## config.mk

```make
export PLATFORM = sky130hd
export DESIGN_NAME = di_ei_lut
export DESIGN_NICKNAME = d
export VERILOG_FILES = /design/src/rtl/di_ei_lut.sv
export SDC_FILE = /design/constraint.sdc
export NUM_CORES = 1
export LEC_CHECK = 0
export CAP_MARGIN = 20
export CELL_PAD_IN_SITES_DETAIL_PLACEMENT = 1
export CELL_PAD_IN_SITES_GLOBAL_PLACEMENT = 1
export CORE_AREA = 2 2 47 49
export DETAILED_ROUTE_END_ITERATION = 16
export DIE_AREA = 0 0 49 51
export PLACE_DENSITY_LB_ADDON = 0.12
export RECOVER_POWER = 100
export SETUP_SLACK_MARGIN = 0.05
export SYNTH_ARGS = -nofsm -noshare
export SYNTH_HDL_FRONTEND = slang
export SYNTH_SLANG_ARGS = --single-unit
```

## constraint.sdc

```tcl
create_clock -name clk -period 0.8 [get_ports clk]
set_input_delay 0.08 -clock clk [delete_from_list [all_inputs] [get_ports clk]]
set_output_delay 0.08 -clock clk [all_outputs]
set_load 0.1 [all_outputs]
```

## src/rtl/di_ei_lut.sv

```systemverilog
// Per-iteration CORDIC elementary constant e_i for circular, linear and hyperbolic modes,
// held as 30-fraction-bit tables, rounded to the output format and registered once.
module di_ei_lut #(
  parameter int WHOLE_BIT_WIDTH = 2,
  parameter int BIT_WIDTH       = 6
) (
  input  logic                 clk,
  input  logic                 rst_n,
  input  logic [5:0]           count_in,
  input  logic [1:0]           coordinate_system_in,
  output logic [BIT_WIDTH-1:0] di_ei_output_out
);

  localparam int FRAC  = BIT_WIDTH - WHOLE_BIT_WIDTH;
  localparam int SHIFT = 30 - FRAC;
  // Half an output LSB in table units; collapses to 0 when no bits are dropped.
  localparam logic [32:0] HALF = (33'd1 << SHIFT) >> 1;

  typedef enum logic [1:0] {
    COORD_LIN  = 2'b00,
    COORD_CIRC = 2'b01,
    COORD_RSVD = 2'b10,
    COORD_HYP  = 2'b11
  } coord_e;

  // atan(2^-i) * 2^30, rounded to nearest
  function automatic logic [31:0] circ_entry(input logic [4:0] idx);
    logic [31:0] v;
    v = 32'd0;
    case (idx)
      5'd0:  v = 32'd843314857;
      5'd1:  v = 32'd497837829;
      5'd2:  v = 32'd263043837;
      5'd3:  v = 32'd133525159;
      5'd4:  v = 32'd67021687;
      5'd5:  v = 32'd33543516;
      5'd6:  v = 32'd16775851;
      5'd7:  v = 32'd8388437;
      5'd8:  v = 32'd4194283;
      5'd9:  v = 32'd2097149;
      5'd10: v = 32'd1048576;
      5'd11: v = 32'd524288;
      5'd12: v = 32'd262144;
      5'd13: v = 32'd131072;
      5'd14: v = 32'd65536;
      5'd15: v = 32'd32768;
      5'd16: v = 32'd16384;
      5'd17: v = 32'd8192;
      5'd18: v = 32'd4096;
      5'd19: v = 32'd2048;
      5'd20: v = 32'd1024;
      5'd21: v = 32'd512;
      5'd22: v = 32'd256;
      5'd23: v = 32'd128;
      5'd24: v = 32'd64;
      5'd25: v = 32'd32;
      5'd26: v = 32'd16;
      5'd27: v = 32'd8;
      5'd28: v = 32'd4;
      5'd29: v = 32'd2;
      5'd30: v = 32'd1;
      5'd31: v = 32'd0;
    endcase
    return v;
  endfunction

  // 2^-i * 2^30; the i=31 entry is an exact half and rounds up
  function automatic logic [31:0] lin_entry(input logic [4:0] idx);
    logic [31:0] v;
    v = 32'd0;
    case (idx)
      5'd0:  v = 32'd1073741824;
      5'd1:  v = 32'd536870912;
      5'd2:  v = 32'd268435456;
      5'd3:  v = 32'd134217728;
      5'd4:  v = 32'd67108864;
      5'd5:  v = 32'd33554432;
      5'd6:  v = 32'd16777216;
      5'd7:  v = 32'd8388608;
      5'd8:  v = 32'd4194304;
      5'd9:  v = 32'd2097152;
      5'd10: v = 32'd1048576;
      5'd11: v = 32'd524288;
      5'd12: v = 32'd262144;
      5'd13: v = 32'd131072;
      5'd14: v = 32'd65536;
      5'd15: v = 32'd32768;
      5'd16: v = 32'd16384;
      5'd17: v = 32'd8192;
      5'd18: v = 32'd4096;
      5'd19: v = 32'd2048;
      5'd20: v = 32'd1024;
      5'd21: v = 32'd512;
      5'd22: v = 32'd256;
      5'd23: v = 32'd128;
      5'd24: v = 32'd64;
      5'd25: v = 32'd32;
      5'd26: v = 32'd16;
      5'd27: v = 32'd8;
      5'd28: v = 32'd4;
      5'd29: v = 32'd2;
      5'd30: v = 32'd1;
      5'd31: v = 32'd1;
    endcase
    return v;
  endfunction

  // atanh(2^-i) * 2^30; i=0 is unused by hyperbolic iterations and reads 0
  function automatic logic [31:0] hyp_entry(input logic [4:0] idx);
    logic [31:0] v;
    v = 32'd0;
    case (idx)
      5'd0:  v = 32'd0;
      5'd1:  v = 32'd589812981;
      5'd2:  v = 32'd274247419;
      5'd3:  v = 32'd134923406;
      5'd4:  v = 32'd67196451;
      5'd5:  v = 32'd33565361;
      5'd6:  v = 32'd16778582;
      5'd7:  v = 32'd8388779;
      5'd8:  v = 32'd4194325;
      5'd9:  v = 32'd2097155;
      5'd10: v = 32'd1048576;
      5'd11: v = 32'd524288;
      5'd12: v = 32'd262144;
      5'd13: v = 32'd131072;
      5'd14: v = 32'd65536;
      5'd15: v = 32'd32768;
      5'd16: v = 32'd16384;
      5'd17: v = 32'd8192;
      5'd18: v = 32'd4096;
      5'd19: v = 32'd2048;
      5'd20: v = 32'd1024;
      5'd21: v = 32'd512;
      5'd22: v = 32'd256;
      5'd23: v = 32'd128;
      5'd24: v = 32'd64;
      5'd25: v = 32'd32;
      5'd26: v = 32'd16;
      5'd27: v = 32'd8;
      5'd28: v = 32'd4;
      5'd29: v = 32'd2;
      5'd30: v = 32'd1;
      5'd31: v = 32'd1;
    endcase
    return v;
  endfunction

  coord_e                coord_w;
  logic [31:0]           table_w;
  logic [32:0]           sum_w;
  logic [32:0]           quant_w;
  logic [BIT_WIDTH-1:0]  di_ei_d;
  logic [BIT_WIDTH-1:0]  di_ei_q;

  assign coord_w = coord_e'(coordinate_system_in);

  // NOTE: every signal written in always_comb is defaulted first so no path leaves it unassigned (no latch).
  always_comb begin
    table_w = 32'd0;
    if (!count_in[5]) begin
      case (coord_w)
        COORD_CIRC: table_w = circ_entry(count_in[4:0]);
        COORD_LIN:  table_w = lin_entry(count_in[4:0]);
        COORD_HYP:  table_w = hyp_entry(count_in[4:0]);
        default:    table_w = 32'd0;
      endcase
    end
  end

  // Round half up to FRAC bits; the result never exceeds 1.0, so the sign bit stays 0.
  always_comb begin
    sum_w   = {1'b0, table_w} + HALF;
    quant_w = sum_w >> SHIFT;
    di_ei_d = BIT_WIDTH'(quant_w);
  end

  // NOTE: sequential state uses non-blocking assignments so all registers update from pre-edge values.
  always_ff @(posedge clk or negedge rst_n) begin
    if (!rst_n) begin
      di_ei_q <= '0;
    end else begin
      di_ei_q <= di_ei_d;
    end
  end

  assign di_ei_output_out = di_ei_q;

endmodule

```

---- After elaboration in Yosys (flattened, before gate mapping) ----
Memories as Yosys holds them, arrays and structs flattened.
Index checks and enable logic that the tools add are counted.
operators by class
  bitwise operators ....................... 0
  divide/modulo/power cells ............... 0
  reduce and logical (&&, ||, !) cells .... 1
  shifts and indexed selects .............. 0
  multiply operators ...................... 0
  multiplexer cells ....................... 2
  order comparisons ....................... 0
  equal/unequal tests ..................... 2
  $add $sub $neg .......................... 1
operator list
  cell                                                                   count
  32-bit one-hot mux with 3 select lines                                 1
  32-bit by 26-bit adder with 32-bit output, second input constant       1
  32-bit two-way mux                                                     1
  2-bit by 1-bit equality test with 1-bit output, second input constant  1
  2-bit equality test, second input constant                             1
  2-bit zero test                                                        1
storage, ports and cells
  bits of input ports ..................... 10
  bits in latches ......................... 0
  register bits after elaboration ......... 6
  memories ................................ 3
  bits in writable memories ............... 0
  ROM bits ................................ 2912
memories
  name             depth  width  rd ports  clocked after Yosys merged registers in  write ports  RTL line  RTL
  (no name shown)  32     31     1         0                                        0            71        case (idx)
  (no name shown)  32     30     1         0                                        0            30        case (idx)
  (no name shown)  32     30     1         0                                        0            112       case (idx)

---- Depth between registers and ports, before layout ----
Gate-level depths: netlist of the first run.
  depth after elaboration ................. 4
  gate-level depth with buffers ........... 9

---- Worst setup path before layout of the first run ----
No wires, ideal clock.
  path type ............................... in2reg
  from .................................... in count_in[1]
  to ...................................... reg di_ei_q[3], in the netlist di_ei_output_out[3]
  stages on the path ...................... 9
  arrival ................................. 1.653 ns
  setup slack ............................. -0.931 ns
  data required time ...................... 0.723 ns
  path buffers ............................ 0
  path through ............................ inv_1 -> ha_1 -> nor4bb_2 -> a211oi_2 -> nor2_1 -> ha_1 -> inv_1 -> or4_1 -> a21oi_1
between the ends
  word-level cells in the longest chain between the ends .. 4
  elaborated cells between the ends (all ways) .. 6
  classes of those cells .................. add/sub: 1; mux: 2; memory: 3
RTL lines
  element                                      RTL line  RTL
  start, declared                              9         input logic [5:0] count_in,
  memory 32 x 30 bit (tied with other cells)   --
  32-bit one-hot mux with 3 select lines *     162       case (coord_w)
  32-bit two-way mux *                         161       if (!count_in[5]) begin
  32-bit by 26-bit adder with 32-bit output *  173       sum_w = {1'b0, table_w} + HALF;
  via sum_w[29]                                151       logic [32:0] sum_w;
  end signal, assigned                         183       di_ei_q <= di_ei_d;
  end, declared                                154       logic [BIT_WIDTH-1:0] di_ei_q;
The timed path passes the listed nets; every way through them passes the cells marked *.

---- Final worst setup path of the first run ----
Ends and elaborated chain as after synthesis.

==> implementation parameters, run 1 <==
Parameter                              Value

Status
  Run status    finished, violations left
  Violations in the final reports    negative setup slack

Critical path
  Arrival time of the worst setup path    1.62 ns
  Launching element type of the critical path    input port
  Highest fanout seen on the critical path    4
  Required time of the worst setup path    0.96 ns
  CP endpoint kind    flip-flop
  Category of the critical setup timing path    in2reg

Synthesis
  List of most frequent post-synthesis cells    dfrtp_1 (6), ha_1 (6), nor2_1 (5)
  Synth top area cells    dfrtp_1 (25%), ha_1 (13%), mux2i_1 (5.1%), xnor2_4 (4.6%), and4bb_2 (4.2%)
  Area share of the largest cell type after synthesis    0.253
  Ys async rst share    1.00
  Netlist Area Pre-Place    593 um^2
  Number of enable flip-flop cells after synthesis    0
  Yosys cell types    33
  Synth Net Count    73
  Primary flip-flop cell chosen by synthesis mapping    dfrtp_1
  Sequential-to-total area share from yosys stat    0.253
  Synthesis warning total    0
  Synthesis-stage register bit count    6
  Post-Syn Instances    57
  Cell type contributing the most total cell area after synthesis    dfrtp_1
  Synthesized area divided by synthesized cell count    10.4 um^2

Timing
  Summed negative setup slack over all endpoints    -3.73 ns
  Clock period minus worst slack    approximately 1.5 ns
  Final setup violating endpoints    12
  Slew at the pin closest to its max-slew limit    0.506 ns
  Maximum clock frequency    685 MHz
  Final Max Tran Viols    0
  Worst slew margin relative to its limit    0.663
  Post-layout worst setup margin    -0.659 ns
  Final worst-path cycle share    1.82
  Number of hold-slack violations in the final timing report    0
  RSZ-0062 raised after global routing    true

CTS
  Clock tree from TritonCTS    built
  Root Buffer Master    clkbuf_4
  Total clock buffers created by CTS    3
  Count of H-tree levels built during CTS    1
  Maximum clock insertion buffer count    2
  Number of clock sinks    6
  Post-CTS Hold Fix Bufs    0
  Clock slew seen by the registers of the worst setup and hold paths    0.05 ns

Detailed routing
  Average wire per standard cell    14.8 um
  Final antenna-violating net count    0
  Total wire length after detailed routing    around 1900 um
  Iter 0 DRT Violations    0
  Avg Vias per Cell    between 4 and 5
  Total vias in the final route    586
  Number of DRC violations after detailed routing    0
  First-pass DRT Iterations    1

GRT
  Initial antenna violation count    0
  Total gr overflow    0
  Aggregate global-route resource usage    0.153
  Maximum number of pins on one net before global-route repair    9
  Global-route wire length before repair    2920 um
  Vias in the first global route    641

Floorplanning
  Cell row count    17
  Starting density of the core    0.287
  Height of the die    51 um
  DIE AREA    0.00250 mm^2
  Area of the core region    around 0.0021 mm^2
  Die outline width    roughly 49 um
  I/O pin cnt    16

Power and ir drop
  Total power    between 1 and 1.5 mW
  Power Dens Cells    845 mW/mm^2
  Pleak    0.517 nW
  Maximum resistive drop on vdd    407 uV

Placed design
  Cells after DPL    117
  Port bufs    15
  Post-DP HPWL    1350 um
  GPL Wtd Cong    0.731

Cells and area
  # fillers    ~230
  Final Non-Filler Cells    126
  Flip-flop count of the largest register after layout    6
  Fraction of layout cells with a size suffix above 1    0.755
  Final core utilization    0.607
  Area added between synthesis and finish    111%
  Sequential Area    156 um^2
  Multi-input gate area in the final layout    564 um^2
  Number of antenna repair diodes    0
  # nets final    115

Run
  Max-cap violations    0

Worst hold path
  Type of the worst min-delay path    in2async
## repair_timing
action                     CTS  global route
pin swaps                   15             5
gates resized for setup     46            10
setup endpoints to repair   12            12
setup buffers                5             1
## layout make-up
class	count	area share
clock buffer	4	0.0210
inverter	3	0.0290
multi-input combinational	45	0.451
sequential	6	0.125
tap	28	0.0280
timing repair buffer	40	0.347
## per-layer routing
metal | vias to the layer above | GRT usage | wire (um)
met1 | 289 | 0.154 | 654
li1 | 287 | - | -
met4 | 0 | 0.0429 | 0
met2 | 10 | 0.320 | 1170
met5 | - | 0 | 0
met3 | 0 | 0.0234 | 44
## per-stage QoR
step	cell area, um^2	hold WS, ns	setup slack [ns]
after floorplan	686	-0.216	-0.665
after global placement	1070	0.329	-1.43
after detailed placement	1070	0.335	-1.45
after CTS	1200	0.0761	-0.776
after global routing	1250	0.162	-0.709
final	1250	0.149	-0.659
## where the power goes
group,switching (mW),internal (mW)
Sequential,0.00319,0.308
Clock,0.107,0.189
Combinational,0.209,0.243
## logic make-up (layout without fill, tap and decap cells)
| kind of cell | Yosys count | after routing | share of synthesized area |
|---|---|---|---|
| AND/OR/NAND/NOR | 26 | 26 | 0.314 |
| AO/OA/AOI/OAI | 7 | 7 | 0.110 |
| adder cells (fa/ha/maj) | 6 | 6 | 0.127 |
| buffers and inverters | 6 | 47 | 0.0654 |
| XOR/XNOR | 2 | 2 | 0.0612 |
| multiplexers | 4 | 4 | 0.0696 |
| flip-flops | 6 | 6 | 0.253 |
## critical path, stage by stage
cell,delay [ns]
buf_12,0.09
inv_12,0.03
buf_8,0.11
ha_4,0.16
buf_6,0.11
buf_6,0.11
mux2i_1,0.13
mux2i_1,0.13
or4_4,0.56
a21oi_2,0.13
## worst max path at each step
stage,startpoint,to,slack [ns],cells past startpoint
2_1_floorplan,count_in[1],di_ei_output_out[3]$_DFF_PN0_,-0.66,9
3_3_place_gp,count_in[1],di_ei_output_out[3]$_DFF_PN0_,-1.43,9
3_5_place_dp,count_in[1],di_ei_output_out[5]$_DFF_PN0_,-1.45,10
4_1_cts,count_in[0],di_ei_output_out[5]$_DFF_PN0_,-0.78,11
5_1_grt,count_in[1],di_ei_output_out[3]$_DFF_PN0_,-0.71,11
6_report,count_in[1],di_ei_output_out[3]$_DFF_PN0_,-0.66,10
## placed cells by master, fill, tap and decap left out, types with 2 or more instances in the layout
cell,synthesis,final
clkbuf_4,0,3
mux2i_1,3,3
nand2b_1,2,2
ha_4,0,4
buf_12,0,9
or3_4,1,2
buf_2,1,3
nand2_1,2,2
dfrtp_2,0,5
nor2_1,5,3
and4bb_2,2,2
inv_12,0,2
buf_6,2,4
dlygate4sd2_1,0,3
nor2_2,1,2
buf_4,0,19
Note: power is estimated with default switching activity, not from simulation.
==> run 2: changes to the inputs <==
--- a/config.mk
+++ b/config.mk
@@ -5,12 +5,14 @@
 export SDC_FILE = /design/constraint.sdc
 export NUM_CORES = 1
 export LEC_CHECK = 0
+export ABC_AREA = 1
 export CAP_MARGIN = 20
 export CELL_PAD_IN_SITES_DETAIL_PLACEMENT = 1
 export CELL_PAD_IN_SITES_GLOBAL_PLACEMENT = 1
 export CORE_AREA = 2 2 47 49
 export DETAILED_ROUTE_END_ITERATION = 16
 export DIE_AREA = 0 0 49 51
+export MAX_ROUTING_LAYER = met4
 export PLACE_DENSITY_LB_ADDON = 0.12
 export RECOVER_POWER = 100
 export SETUP_SLACK_MARGIN = 0.05
==> run 2 against run 1 <==
  * The run still ends with negative setup slack left
  * Sequential power about the same
  * Power decreased by 5.9%
  * Routed wire length increased by 0.43%
  * Cell area decreased by 3.6%
  * Sequential share of layout area increased by 0.47 points
==> implementation parameters, run 2 <==
Parameter                              Value

Critical path
  Buffering stage count on the worst path with inverters included    2 (was 5)
  Category of the critical setup timing path    in2reg (unchanged)
  Cells traversed along the worst timing path    clkdlybuf4s15_2 > nor2_4 > nand2_2 > a21oi_2 > nand2_2 > inv_2 > ha_4 > nand3_4 > nor2_4 > nand2_1 > nor2_1 (was buf_12 > inv_12 > buf_8 > ha_4 > buf_6 > buf_6 > mux2i_1 > mux2i_1 > or4_4 > a21oi_2)
  Highest fanout seen on the critical path    3 (was 4)
  Required time of the worst setup path    0.98 ns (was 0.96 ns)
  Stage delay of the slowest cell on the critical path    0.20 ns (was 0.56 ns)
  Launching element type of the critical path    input port (unchanged)
  Arrival time of the worst setup path    1.26 ns (was 1.62 ns)
  Slowest cell on the critical path    clkdlybuf4s15_2 (was or4_4)
  Top cell family by delay on the critical path    simple AND/OR/NAND/NOR gates (unchanged)
  CP endpoint kind    flip-flop (unchanged)

Placed design
  Cells after DPL    138 (was 117)
  Post-DP HPWL    1390 um (was 1350 um)
  Placed instance area    0.00103 mm^2 (was 0.00107 mm^2)
  GPL Wtd Cong    0.807 (was 0.731)
  Port bufs    15 (unchanged)

Synthesis
  Cell type contributing the most total cell area after synthesis    dfrtp_1 (unchanged)
  Synthesis warning total    0 (unchanged)
  Ys async rst share    1.00 (unchanged)
  Primary flip-flop cell chosen by synthesis mapping    dfrtp_1 (unchanged)
  Netlist Area Pre-Place    542 um^2 (was 593 um^2)
  Area share of the largest cell type after synthesis    0.277 (was 0.253)
  Yosys cell types    19 (was 33)
  Number of enable flip-flop cells after synthesis    0 (unchanged)
  Synth top area cells    dfrtp_1 (28%), ha_1 (14%), nand2_1 (13%), nand3_1 (7.4%), inv_1 (6.2%) (was dfrtp_1 (25%), ha_1 (13%), mux2i_1 (5.1%), xnor2_4 (4.6%), and4bb_2 (4.2%))
  Post-Syn Instances    74 (was 57)
  Most common cell in the netlist    nand2_1
  List of most frequent post-synthesis cells    nand2_1 (19), inv_1 (9), nand3_1 (8) (was dfrtp_1 (6), ha_1 (6), nor2_1 (5))
  Synthesized area divided by synthesized cell count    7.32 um^2 (was 10.4 um^2)
  Sequential-to-total area share from yosys stat    0.277 (was 0.253)
  Synth Net Count    90 (was 73)
  Synthesis-stage register bit count    6 (unchanged)

Floorplanning
  DIE AREA    0.00250 mm^2 (unchanged)
  Height of the die    51 um (unchanged)
  Cell row count    17 (unchanged)
  I/O pin cnt    16 (unchanged)
  Area of the core region    0.00206 mm^2 (unchanged)
  Die outline width    49 um (unchanged)
  Starting density of the core    0.263 (was 0.287)

GRT
  Global-route wire length before repair    3170 um (was 2920 um)
  Aggregate global-route resource usage    0.177 (was 0.153)
  Maximum number of pins on one net before global-route repair    7 (was 9)
  Vias in the first global route    740 (was 641)
  Initial antenna violation count    0 (unchanged)
  Total gr overflow    0 (unchanged)

Cells and area
  Final Non-Filler Cells    149 (was 126)
  Fraction of layout cells with a size suffix above 1    0.727 (was 0.755)
  Most common library cell in the layout ignoring fill and taps    buf_4 (unchanged)
  # nets final    138 (was 115)
  Flip-flop count of the largest register after layout    6 (unchanged)
  Final design instance area without fill    0.00121 mm^2 (was 0.00125 mm^2)
  Most frequent cells in the layout    buf_4 (23), nand2_1 (14), buf_12 (7), nand3_2 (6), nand2_2 (6) (was buf_4 (19), buf_12 (9), dfrtp_2 (5), ha_4 (4), buf_6 (4))
  Number of antenna repair diodes    0 (unchanged)
  Area added between synthesis and finish    123% (was 111%)
  Final core utilization    0.585 (was 0.607)

Detailed routing
  First-pass DRT Iterations    2 (was 1)
  Total vias in the final route    638 (was 586)
  Avg Vias per Cell    4.28 (was 4.65)
  Average wire per standard cell    12.6 um (was 14.8 um)
  Iter 0 DRT Violations    2 (was 0)
  Number of DRC violations after detailed routing    0 (unchanged)
  Total wire length after detailed routing    1870 um (was 1860 um)
  Final antenna-violating net count    0 (unchanged)

Worst hold path
  Type of the worst min-delay path    in2async (unchanged)

Timing
  Worst slew margin relative to its limit    0.828 (was 0.663)
  Final Max Tran Viols    0 (unchanged)
  Number of hold-slack violations in the final timing report    0 (unchanged)
  Final setup violating endpoints    12 (unchanged)
  Slew at the pin closest to its max-slew limit    0.257 ns (was 0.506 ns)
  Final worst-path cycle share    1.35 (was 1.82)
  RSZ-0062 raised after global routing    true (unchanged)
  Post-layout worst setup margin    -0.279 ns (was -0.659 ns)
  Clock period minus worst slack    1.08 ns (was 1.46 ns)
  Maximum clock frequency    926 MHz (was 685 MHz)

Status
  Run status    finished, violations left (unchanged)
  Violations in the final reports    negative setup slack (unchanged)

Power and ir drop
  Maximum resistive drop on vdd    535 uV (was 407 uV)
  Power Dens Cells    825 mW/mm^2 (was 845 mW/mm^2)
  Pleak    0.573 nW (was 0.517 nW)

CTS
  Number of clock sinks    6 (unchanged)
  Count of H-tree levels built during CTS    1 (unchanged)
  Clock slew seen by the registers of the worst setup and hold paths    0.05 ns (about the same)
  Root Buffer Master    clkbuf_4 (unchanged)
  Total clock buffers created by CTS    3 (unchanged)
  Clock tree from TritonCTS    built (unchanged)
  Maximum clock insertion buffer count    2 (unchanged)

Run
  Max-cap violations    0 (unchanged)
-- run 2: cell count changes in the layout (fill, tap and decap cells not counted), moves of 4 or more --
cell / change
buf_4: +4
inv_2: +4
nand2_1: +12
nand2_2: +6
nand2_4: +4
nand3_2: +6
-- run 2: kinds of logic (layout without fill, tap and decap cells) --
group | count (synthesis) | in the layout | synth area share
and+or+nand+nor | 45 | 45 | 0.441
adders and majority gates | 6 | 6 | 0.139
DFF | 6 | 6 | 0.277
buffers and inverters | 12 | 59 | 0.0831
xor gates and xnor gates | 1 | 1 | 0.0162
AOI/OAI and AO/OA | 4 | 4 | 0.0439
-- run 2: repair_timing --
action                                  4_1_cts  5_1_grt
setup buffers                                 5        3
resized for setup                            51       15
pin swaps                                    13       10
endpoints found under the setup margin       12       12
hold buffers                                  0        0
-- run 2: worst paths after layout --
kind,start,to,slack (ns),depth (start not counted)
max in group asynchronous,rst_n,di_ei_output_out[2]$_DFF_PN0_,0.44,1
min in group clk,count_in[2],di_ei_output_out[3]$_DFF_PN0_,0.33,6
worst max-delay path,count_in[3],di_ei_output_out[5]$_DFF_PN0_,-0.28,11
worst min-delay path,rst_n,di_ei_output_out[5]$_DFF_PN0_,0.13,1
-- run 2: through the flow --
| step | hold slack (ns) | power (mW) | TNS, ns | setup slack [ns] |
|---|---|---|---|---|
| after floorplan | -0.216 | 0.456 | -1.22 | -0.314 |
| after global placement | 0.331 | 0.630 | -5.74 | -1.04 |
| after detailed placement | 0.331 | 0.637 | -5.92 | -1.09 |
| after CTS | 0.0615 | 0.982 | -1.74 | -0.265 |
| after global routing | 0.143 | 1.06 | -2.37 | -0.355 |
| final | 0.128 | 0.996 | -1.92 | -0.279 |
-- run 2: area by class of cell --
cell class	instances	area [um^2]
flip-flops and latches	6	156
well taps	28	35.0
repair buffers	43	447
fillers	241	856
multi-input cells	56	475
clock buffers	4	26.3
inverters	12	67.6
-- run 2: report_power, final --
group	switching [mW]	internal (mW)
clock network	0.120	0.190
registers	0.00324	0.309
logic	0.192	0.183
-- run 2: routing by layer --
| metal | wire (um) | up-vias | GRT usage | part of all wire |
|---|---|---|---|---|
| met5 | 0 | - | - | 0 |
| met2 | 1090 | 15 | 0.345 | 0.58 |
| met1 | 645 | 291 | 0.156 | 0.34 |
| li1 | - | 326 | - | - |
| met3 | 52 | 6 | 0.0175 | 0.028 |
| met4 | 87 | 0 | 0.143 | 0.046 |
==> run 3: changes to the inputs <==
--- a/config.mk
+++ b/config.mk
@@ -10,12 +10,14 @@
 export CELL_PAD_IN_SITES_DETAIL_PLACEMENT = 1
 export CELL_PAD_IN_SITES_GLOBAL_PLACEMENT = 1
 export CORE_AREA = 2 2 47 49
+export CTS_CLUSTER_SIZE = 20
 export DETAILED_ROUTE_END_ITERATION = 16
 export DIE_AREA = 0 0 49 51
 export MAX_ROUTING_LAYER = met4
 export PLACE_DENSITY_LB_ADDON = 0.12
 export RECOVER_POWER = 100
 export SETUP_SLACK_MARGIN = 0.05
+export SLEW_MARGIN = 0
 export SYNTH_ARGS = -nofsm -noshare
 export SYNTH_HDL_FRONTEND = slang
 export SYNTH_SLANG_ARGS = --single-unit
==> results of run 3 <==
The final DEF is identical to that of run 2; final timing and power are the same.
